[config.mk]
export PLATFORM = sky130hd
export DESIGN_NAME = multiply
export DESIGN_NICKNAME = d
export VERILOG_FILES = /design/src/rtl/multiply.sv
export SDC_FILE = /design/constraint.sdc
export NUM_CORES = 1
export LEC_CHECK = 0
export ABC_CLOCK_PERIOD_IN_PS = 16500
export CORE_ASPECT_RATIO = 0.8
export CORE_UTILIZATION = 53
export DETAILED_ROUTE_END_ITERATION = 10
export PLACE_DENSITY = 0.73
export SYNTH_ARGS = -nofsm -noshare
export SYNTH_HDL_FRONTEND = slang
export SYNTH_SLANG_ARGS = --single-unit
[constraint.sdc]
create_clock -name clk -period 16.5 [get_ports clk]
set_clock_uncertainty 0.2 [all_clocks]
set_input_delay 4.125 -clock clk [delete_from_list [all_inputs] [get_ports clk]]
set_output_delay 4.125 -clock clk [all_outputs]
set_load 0.01 [all_outputs]
[src/rtl/multiply.sv]
// Sequential shift-add 64x64 multiplier returning the low or high half of the
// 128-bit product (MUL / MULH / MULHSU / MULHU), one operation in flight.
module multiply #(
  parameter int WIDTH = 64
) (
  input  logic             clk,
  input  logic             rst,
  input  logic             start,
  input  logic [WIDTH-1:0] in1,
  input  logic [WIDTH-1:0] in2,
  input  logic [1:0]       flag,
  output logic [WIDTH-1:0] out,
  output logic             busy,
  output logic             done
);

  localparam int CW = $clog2(WIDTH);
  localparam logic [CW-1:0] LAST = CW'(WIDTH - 1);

  typedef enum logic [1:0] {IDLE, CALC, FIX} state_t;

  state_t               state;
  logic [2*WIDTH-1:0]   mcand;
  logic [WIDTH-1:0]     mplier;
  logic [2*WIDTH-1:0]   acc;
  logic [CW-1:0]        cnt;
  logic                 neg;
  logic                 hi;
  logic                 s1;
  logic                 s2;
  logic [2*WIDTH-1:0]   prod_fix;

  // Two's-complement absolute value; -2^(W-1) maps to 2^(W-1) as unsigned.
  function automatic logic [WIDTH-1:0] magnitude(input logic signed [WIDTH-1:0] v,
                                                 input logic is_signed);
    if (is_signed && v[WIDTH-1])
      return -v;
    else
      return v;
  endfunction

  function automatic logic [2*WIDTH-1:0] apply_sign(input logic [2*WIDTH-1:0] p,
                                                    input logic n);
    return n ? -p : p;
  endfunction

  always_comb begin
    s1       = (flag == 2'd1) || (flag == 2'd2);
    s2       = (flag == 2'd1);
    prod_fix = apply_sign(acc, neg);
  end

  always_ff @(posedge clk or posedge rst) begin
    if (rst) begin
      state  <= IDLE;
      mcand  <= '0;
      mplier <= '0;
      acc    <= '0;
      cnt    <= '0;
      neg    <= 1'b0;
      hi     <= 1'b0;
      out    <= '0;
      busy   <= 1'b0;
      done   <= 1'b0;
    end else begin
      case (state)
        IDLE: begin
          done <= 1'b0;
          if (start) begin
            mcand  <= {{WIDTH{1'b0}}, magnitude($signed(in1), s1)};
            mplier <= magnitude($signed(in2), s2);
            neg    <= (s1 & in1[WIDTH-1]) ^ (s2 & in2[WIDTH-1]);
            hi     <= (flag != 2'd0);
            acc    <= '0;
            cnt    <= '0;
            busy   <= 1'b1;
            state  <= CALC;
          end
        end
        CALC: begin
          if (mplier[0])
            acc <= acc + mcand;
          mcand  <= mcand << 1;
          mplier <= mplier >> 1;
          cnt    <= cnt + 1'b1;
          if (cnt == LAST)
            state <= FIX;
        end
        FIX: begin
          out   <= hi ? prod_fix[2*WIDTH-1:WIDTH] : prod_fix[WIDTH-1:0];
          done  <= 1'b1;
          busy  <= 1'b0;
          state <= IDLE;
        end
        default: state <= IDLE;
      endcase
    end
  end

endmodule

# Word-level counts from Yosys, hierarchy flattened
# Index checks and enable logic that the tools add are counted.
dict set report classes {
  n_eq_ne 8
  addsub 5
  n_reduce_logical 12
  bitwise 3
  n_mux 19
}
# operator count
set ops {}
lappend ops {{$mux 128} 4}
lappend ops {{$pmux 128 s2} 2}
lappend ops {{$mux 64} 4}
lappend ops {{$add 128x128->128} 1}
lappend ops {{$neg 128->128} 1}
lappend ops {{$neg 64->64} 2}
lappend ops {{$pmux 64 s2} 1}
lappend ops {{$pmux 6 s2} 1}
lappend ops {{$reduce_and 2->1} 4}
lappend ops {{$add 6x1->6 const B} 1}
lappend ops {{$eq 6x6->1 const B} 1}
lappend ops {{$mux 6} 1}
lappend ops {{$ne 2x2->1 const B} 3}
lappend ops {{$reduce_bool 2->1} 3}
lappend ops {{$eq 2x1->1 const B} 2}
lappend ops {{$eq 2x2->1 const B} 2}
lappend ops {{$mux 2} 2}
lappend ops {{$pmux 1 s2} 2}
lappend ops {{$pmux 2 s2} 1}
lappend ops {{$reduce_and 3->1} 1}
lappend ops {{$and 1x1->1} 2}
lappend ops {{$logic_and 1x1->1} 2}
lappend ops {{$logic_not 2->1} 1}
lappend ops {{$logic_or 1x1->1} 1}
lappend ops {{other kinds (2)} 2}
dict set report word_totals {
  reg_bits 396
  output_inout_bits 66
}

# Longest topological paths before layout
# Gate-level depths: netlist (run 1).
dict set report depth {
  depth_word 6
  depth_mapped 14
}

# Worst setup path after synthesis (run 1)
# No wires, ideal clock.
dict set report synth_timing {
  path_type {in2reg}
  from {input port in2[10]}
  to {register mplier[58]}
  path_stages 10
  arrival_ps 6963
  path_slack_ps 9204
  required_ps 16167
  path_cell_list {or4_1 -> or4_1 -> clkbuf_1 -> or4_1 -> clkbuf_1 -> nor4_2 -> nand4_1 -> o21ai_0 -> xor2_1 -> o21ai_0}
}
dict set report synth_between {
  elab_chain_len 4
}
# element line
set synth_lines {}
lappend synth_lines {{start, declared} 10} ;# input logic [WIDTH-1:0] in2,
lappend synth_lines {{$neg 64->64} 37} ;# return -v;
lappend synth_lines {{$mux 64} 36} ;# if (is_signed && v[WIDTH-1])
lappend synth_lines {{$mux 64} 69} ;# if (start) begin
lappend synth_lines {{$pmux 64 s2} 66} ;# case (state)
lappend synth_lines {{end signal, assigned} 71} ;# mplier <= magnitude($signed(in2), s2);
lappend synth_lines {{end signal, assigned} 84} ;# mplier <= mplier >> 1;
lappend synth_lines {{end, declared} 24} ;# logic [WIDTH-1:0] mplier;
# Every way passes these cells. The select of a mux whose other input is x is not followed.
# A chain may end at the register's enable or synchronous reset.

# Worst setup path in the final report (run 1)
dict set report layout_timing {
  from {input port in2[10]}
  to {register mplier[57]}
}
# The elaborated chain is that of the path after synthesis.

==> qor.csv, run 1 <==
metric,value,unit
number of buffers inserted during clock tree synthesis,44,
post-synthesis instance area,29510,sq um
vias after detailed routing,28890,
static power due to leakage,13.75,nW
peak fanout along the critical path,7,
vias per cell,6.317,
maximum number of pins on one net before global-route repair,194,
"Slew Viols, Final",0,
run status,completed,
total global-route track usage,35.24,%
P per Cell Area,206.2,nW/um^2
max-cap check violation count,0,
post-synth cell types,80,
net count of the mapped netlist,4014,
total setup buffers inserted after CTS,0,
number of synthesized flops with an enable pin,0,
DIE AREA,56640,sq um
Final Hold Viols,0,
endpoint class of the critical path,register,
DRT Pass-1 Iters,6,
buffer cell driving the clock tree root,clkbuf_16,
minimum clock period after layout,7.719,ns
number of levels in the clock H-tree,2,
type of the setup path with the least slack,primary input to register,
slew at the pin with the worst max-slew slack,1.133,ns
data arrival at the endpoint of the critical path,7.95,ns
worst hold path type,register to register,
"Net count, final",4064,
total negative slack for setup checks,0,ns
die boundary height,213.1,microns
gr ovfl total,0,
placer's final routability congestion estimate,1.024,
setup repair after global routing missed its margin,false,
biggest area consumer among synthesized cells,dfrtp_1,
CTS Sinks,396,
post-detail-place hpwl,75810,microns
count of boundary I/O pins,199,
post-route worst hold slack,0.2750,ns
Final Cycle Share,46.78,%
worst relative slew slack,24.30,%
vias in the first global route,26860,
maximum clock insertion buffer count,3,
drt wl/cell,21.84,microns
CTS resizes,0,
post-synthesis instance total,3747,
start point of the critical path,in2[10],
share of async-settable or async-resettable flops after synthesis,100.0,%
global-route wire length before repair,155700,microns
horizontal die dimension,265.8,microns
start point of the worst min-delay path,out[20]$_DFFE_PP0P_,
core area,54390,sq um
Synth warnings,0,
area share of the largest cell type after synthesis,33.58,%
startpoint kind of the worst setup timing path,primary input,
number of hold-repair buffers added at the cts stage,0,
number of setup violations in the final report,0,
flip-flop and latch count after synthesis,396,
number of design rule violations left after detail routing,0,
CTS clock-pin slew for the worst setup and hold paths,0.06,ns
fmax,129.5,MHz
antenna violations before repair,1,
latest clock arrival within the worst-skew pair,0.60,ns
top post-synthesis cells by area,"dfrtp_1, o21ai_0, nand2_1, ha_1, xor2_1",
"antenna viol nets, final",0,
dominant cell by count in the synthesized netlist,nand2_1,
most used flip-flop cell after synthesis,dfrtp_1,
most frequent cells after synthesis,"nand2_1, o21ai_0, dfrtp_1",
Max rail drop VDD,103.1,uV
CTS tree,built,
Port Buf Inserts,198,
sequential share of the synthesized area,33.58,%
final WL,99890,microns
site row count,76,
Reg2Reg Launch Point,acc[1]$_DFFE_PP0P_,
data required time of the worst path,16.74,ns
synth-to-layout area growth,13.24,%
starting density of the core,54.26,%
Starting DRT DRC Count,3399,
proportion of layout cells with a drive suffix above 1,4.098,%
average footprint of a synthesized cell,7.876,sq um
-- registers in the layout, summed over array words and instances, names as in the netlist --
name / flops
out: 64
mplier: 64
done: 1
acc: 128
cnt: 6
mcand: 128
state: 2
neg: 1
hi: 1
busy: 1
-- power by group --
| group | internal, mW | switching [mW] | total (mW) |
|---|---|---|---|
| combinational | 1.43 | 2.36 | 3.80 |
| clock | 0.631 | 0.441 | 1.07 |
| sequential | 1.37 | 0.657 | 2.02 |
| total | 3.43 | 3.46 | 6.89 |
-- worst paths after layout --
kind                                                to  slack, ns  cells past startpoint
worst max-delay path            mplier[57]$_DFFE_PP0P_       8.78                     12
worst min-delay path               out[20]$_DFFE_PP0P_       0.28                      2
worst max register to register    acc[121]$_DFFE_PP0P_      11.31                     13
worst min register to register     out[20]$_DFFE_PP0P_       0.28                      2
max in group asynchronous          acc[61]$_DFFE_PP0P_      10.01                      4
min in group asynchronous        mcand[13]$_DFFE_PP0P_       3.86                      2
-- metal layers --
metal	track usage [%]	vias to the layer above	wire, microns	share of wire (%)
met5	0	-	0	0
met4	9.968	0	2762	2.8
met3	8.673	179	10430	10
met2	51.37	1238	41580	42
met1	51.51	13810	45120	45
li1	-	13660	-	-
-- critical path, cell delays in order --
cell	delay (ns)
clkdlybuf4s50_1	0.45
or4_1	0.60
or4_1	0.56
or3_1	0.50
nor2_1	0.32
nand2_1	0.14
or2_2	0.37
nand2b_1	0.19
nor2_1	0.30
a21oi_1	0.13
xnor2_1	0.18
o21ai_0	0.08
-- logic make-up after synthesis --
| kind of cell | after synthesis | share of synthesized area, % |
|---|---|---|
| simple gates | 1318 | 20.46 |
| mux | 4 | 0.1399 |
| buf+inv | 275 | 3.540 |
| compound gates | 1258 | 25.83 |
| xor+xnor | 362 | 10.74 |
| fa+ha+maj | 134 | 5.707 |
| flops | 396 | 33.58 |
-- cells in the final DEF (no fill, tap or decap), types with 52 or more instances in the layout --
| cell | count |
|---|---|
| nand4_1 | 82 |
| a21o_1 | 56 |
| ha_1 | 133 |
| xor2_1 | 189 |
| nand2_1 | 564 |
| nor2_1 | 263 |
| nand3_1 | 116 |
| o31ai_1 | 62 |
| o21ai_0 | 484 |
| nor3_1 | 77 |
| a22oi_1 | 122 |
| dfrtp_1 | 394 |
| inv_1 | 52 |
| clkdlybuf4s50_1 | 198 |
| a21oi_1 | 306 |
| xnor2_1 | 173 |
-- per-stage QoR --
| stage | util [%] | cell area [sq um] | setup slack (ns) | power, mW | cells |
|---|---|---|---|---|---|
| finish | 61.44 | 33420 | 8.781 | 6.891 | 4573 |
| global route | 61.43 | 33420 | 8.545 | 7.352 | 4572 |
| CTS | 61.43 | 33420 | 8.845 | 6.785 | 4572 |
| detailed placement | 58.60 | 31870 | 8.228 | 5.689 | 4492 |
| global placement | 58.60 | 31870 | 8.284 | 5.660 | 4492 |
| floorplan | - | 29510 | 1.164 | 4.489 | 3747 |
-- cell type report --
cell class / instances / area, sq um
Inverter: 53 / 206.4
Multi-Input combinational cell: 3076 / 18610
Timing Repair Buffer: 226 / 2217
Tap cell: 741 / 927.1
Sequential cell: 396 / 9917
Clock inverter: 26 / 342.8
Fill cell: 4977 / 20970
Clock buffer: 54 / 1200
Antenna cell: 1 / 2.502
No activity file was read; power rests on OpenSTA's default activity.
==> run 2, diff against run 1 <==
ABC_CLOCK_PERIOD_IN_PS = 6370   (was 16500)
PLACE_DENSITY = 0.76   (was 0.73)
clock period = 6.37 ns   (was 16.5 ns; I/O delays follow)
==> run 2 against run 1 <==
  * Die area unchanged
  * Worst hold slack gained 0.0034 ns
  * Largest power group unchanged
  * Clock power grew to 2.6 times the previous value
  * Highest routed layer unchanged
  * Combinational power rose to 2.6 times the previous value
  * Utilization is 0.10 points higher
  * Sequential share of layout area about the same
  * Sequential power grew to 2.6 times the previous value
  * Critical path depth increased by 1
  * Routed wire length shrank 0.72%
  * Via count grew 0.73%
  * Final cell count is essentially flat
  * Cell area rose by 0.16%
==> qor.csv, run 2 (synthesized netlist as in run 1, its figures left out) <==
metric,value,unit
start point of the critical path,acc[1]$_DFFE_PP0P_,
type of the setup path with the least slack,register to register,
"Net count, final",4068,
CTS clock-pin slew for the worst setup and hold paths,0.06,ns
total global-route track usage,34.69,%
largest registers,"acc x128, mcand x128",
drt wl/cell,21.67,microns
peak fanout along the critical path,6,
count of boundary I/O pins,199,
max-cap check violation count,0,
vias after detailed routing,29100,
static power due to leakage,13.79,nW
Critical Path Slowest Stage Cell,a21boi_0,
setup repair after global routing missed its margin,false,
placer's final routability congestion estimate,1.043,
gr ovfl total,0,
startpoint kind of the worst setup timing path,register,
DIE AREA,56640,sq um
antenna violations before repair,0,
number of fill cells in the layout,4971,
Cells after DPL,4497,
global-route wire length before repair,153000,microns
data arrival at the endpoint of the critical path,5.56,ns
final instance area,33470,sq um
number of setup violations in the final report,0,
starting density of the core,54.26,%
worst hold path type,register to register,
fmax,190.0,MHz
latest clock arrival within the worst-skew pair,0.60,ns
dominant delay contributor by cell family on the critical path,compound AO/OA/AOI/OAI gates,
number of hold-repair buffers added at the cts stage,0,
buffer cell driving the clock tree root,clkbuf_16,
horizontal die dimension,265.8,microns
core area,54390,sq um
Starting DRT DRC Count,3211,
Final Hold Viols,0,
site row count,76,
most common library cell in the layout ignoring fill and taps,nand2_1,
vias in the first global route,26350,
CTS Sinks,396,
post-detail-place hpwl,75410,microns
"antenna viol nets, final",0,
"Slew Viols, Final",0,
worst relative slew slack,25.20,%
synth-to-layout area growth,13.42,%
delay of the slowest cell on the worst path,0.59,ns
Reg2Reg Launch Point,acc[1]$_DFFE_PP0P_,
Final Cycle Share,82.64,%
run status,completed,
data required time of the worst path,6.67,ns
number of buffers inserted during clock tree synthesis,43,
number of design rule violations left after detail routing,0,
CP Cell Sequence,"ha_1, a211oi_1, o211ai_1, a21boi_0, o31ai_1, a21oi_1, o311ai_1, buf_4, a21oi_1, o21ai_0, a21oi_1, o2111ai_1, o211ai_1",
total setup buffers inserted after CTS,0,
ant diodes,0,
proportion of layout cells with a drive suffix above 1,4.172,%
"Power, Total",17.81,mW
minimum clock period after layout,5.264,ns
Port Buf Inserts,198,
P per Cell Area,532.1,nW/um^2
start point of the worst min-delay path,out[0]$_DFFE_PP0P_,
Max rail drop VDD,265.2,uV
"commonest cells after routing, fill and taps aside","nand2_1, o21ai_0, dfrtp_1, a21oi_1, nor2_1",
vias per cell,6.359,
die boundary height,213.1,microns
DP Area,31940,sq um
CTS resizes,0,
number of non-filler instances in the completed layout,4576,
endpoint class of the critical path,register,
slew at the pin with the worst max-slew slack,1.119,ns
maximum clock insertion buffer count,3,
CTS tree,built,
maximum number of pins on one net before global-route repair,193,
crit path buf inv count,1,
DRT Pass-1 Iters,6,
cell with the most instances on the worst path,a21oi_1,
final WL,99180,microns
number of levels in the clock H-tree,2,
## run 2: layer usage
| layer | up-vias | global-route usage, % | wire (microns) |
|---|---|---|---|
| met2 | 1325 | 49.90 | 40830 |
| met3 | 170 | 8.488 | 11000 |
| met5 | - | 0 | 0 |
| met4 | 0 | 10.33 | 2887 |
| li1 | 13690 | - | - |
| met1 | 13910 | 51.07 | 44460 |
## run 2: final timing paths
check | slack [ns] | depth (start not counted) | endpoint
worst max-delay path | 1.11 | 13 | acc[121]$_DFFE_PP0P_
worst min-delay path | 0.28 | 2 | out[0]$_DFFE_PP0P_
worst max register to register | 1.11 | 13 | acc[121]$_DFFE_PP0P_
worst min register to register | 0.28 | 2 | out[0]$_DFFE_PP0P_
max in group asynchronous | 3.43 | 3 | acc[69]$_DFFE_PP0P_
min in group asynchronous | 1.32 | 2 | acc[46]$_DFFE_PP0P_
## run 2: report_power, final
part | internal, mW | leakage (nW) | switching, mW
Combinational | 3.74 | 8.15 | 6.07
Sequential | 3.54 | 4.88 | 1.72
Clock | 1.65 | 0.761 | 1.10
## run 2: worst min-delay path: cells and delay by family (launching register included)
family / cells / cell delay (ns)
AOI/OAI and AO/OA: 1 / 0.06
DFF: 1 / 0.34
and+or+nand+nor: 1 / 0.04
## run 2: area by class of cell
type	count	area, sq um	area share (%)
inverters	53	202.7	0.6055
repair buffers	231	2292	6.848
multi-input cells	3076	18610	55.58
well taps	741	927.1	2.770
clock buffers	61	1286	3.843
clock inverters	18	242.7	0.7252
flip-flops and latches	396	9917	29.63
## run 2: stage by stage
step	setup WS [ns]	TNS, ns	utilization (%)	hold WS, ns
final	1.106	0	61.54	0.2785
after global routing	1.006	0	61.54	0.3069
after CTS	1.281	0	61.54	0.2833
after detailed placement	0.6823	0	58.73	0.2699
after global placement	0.7340	0	58.73	0.2622
after floorplan	-0.7523	-297.92	-	0.2538
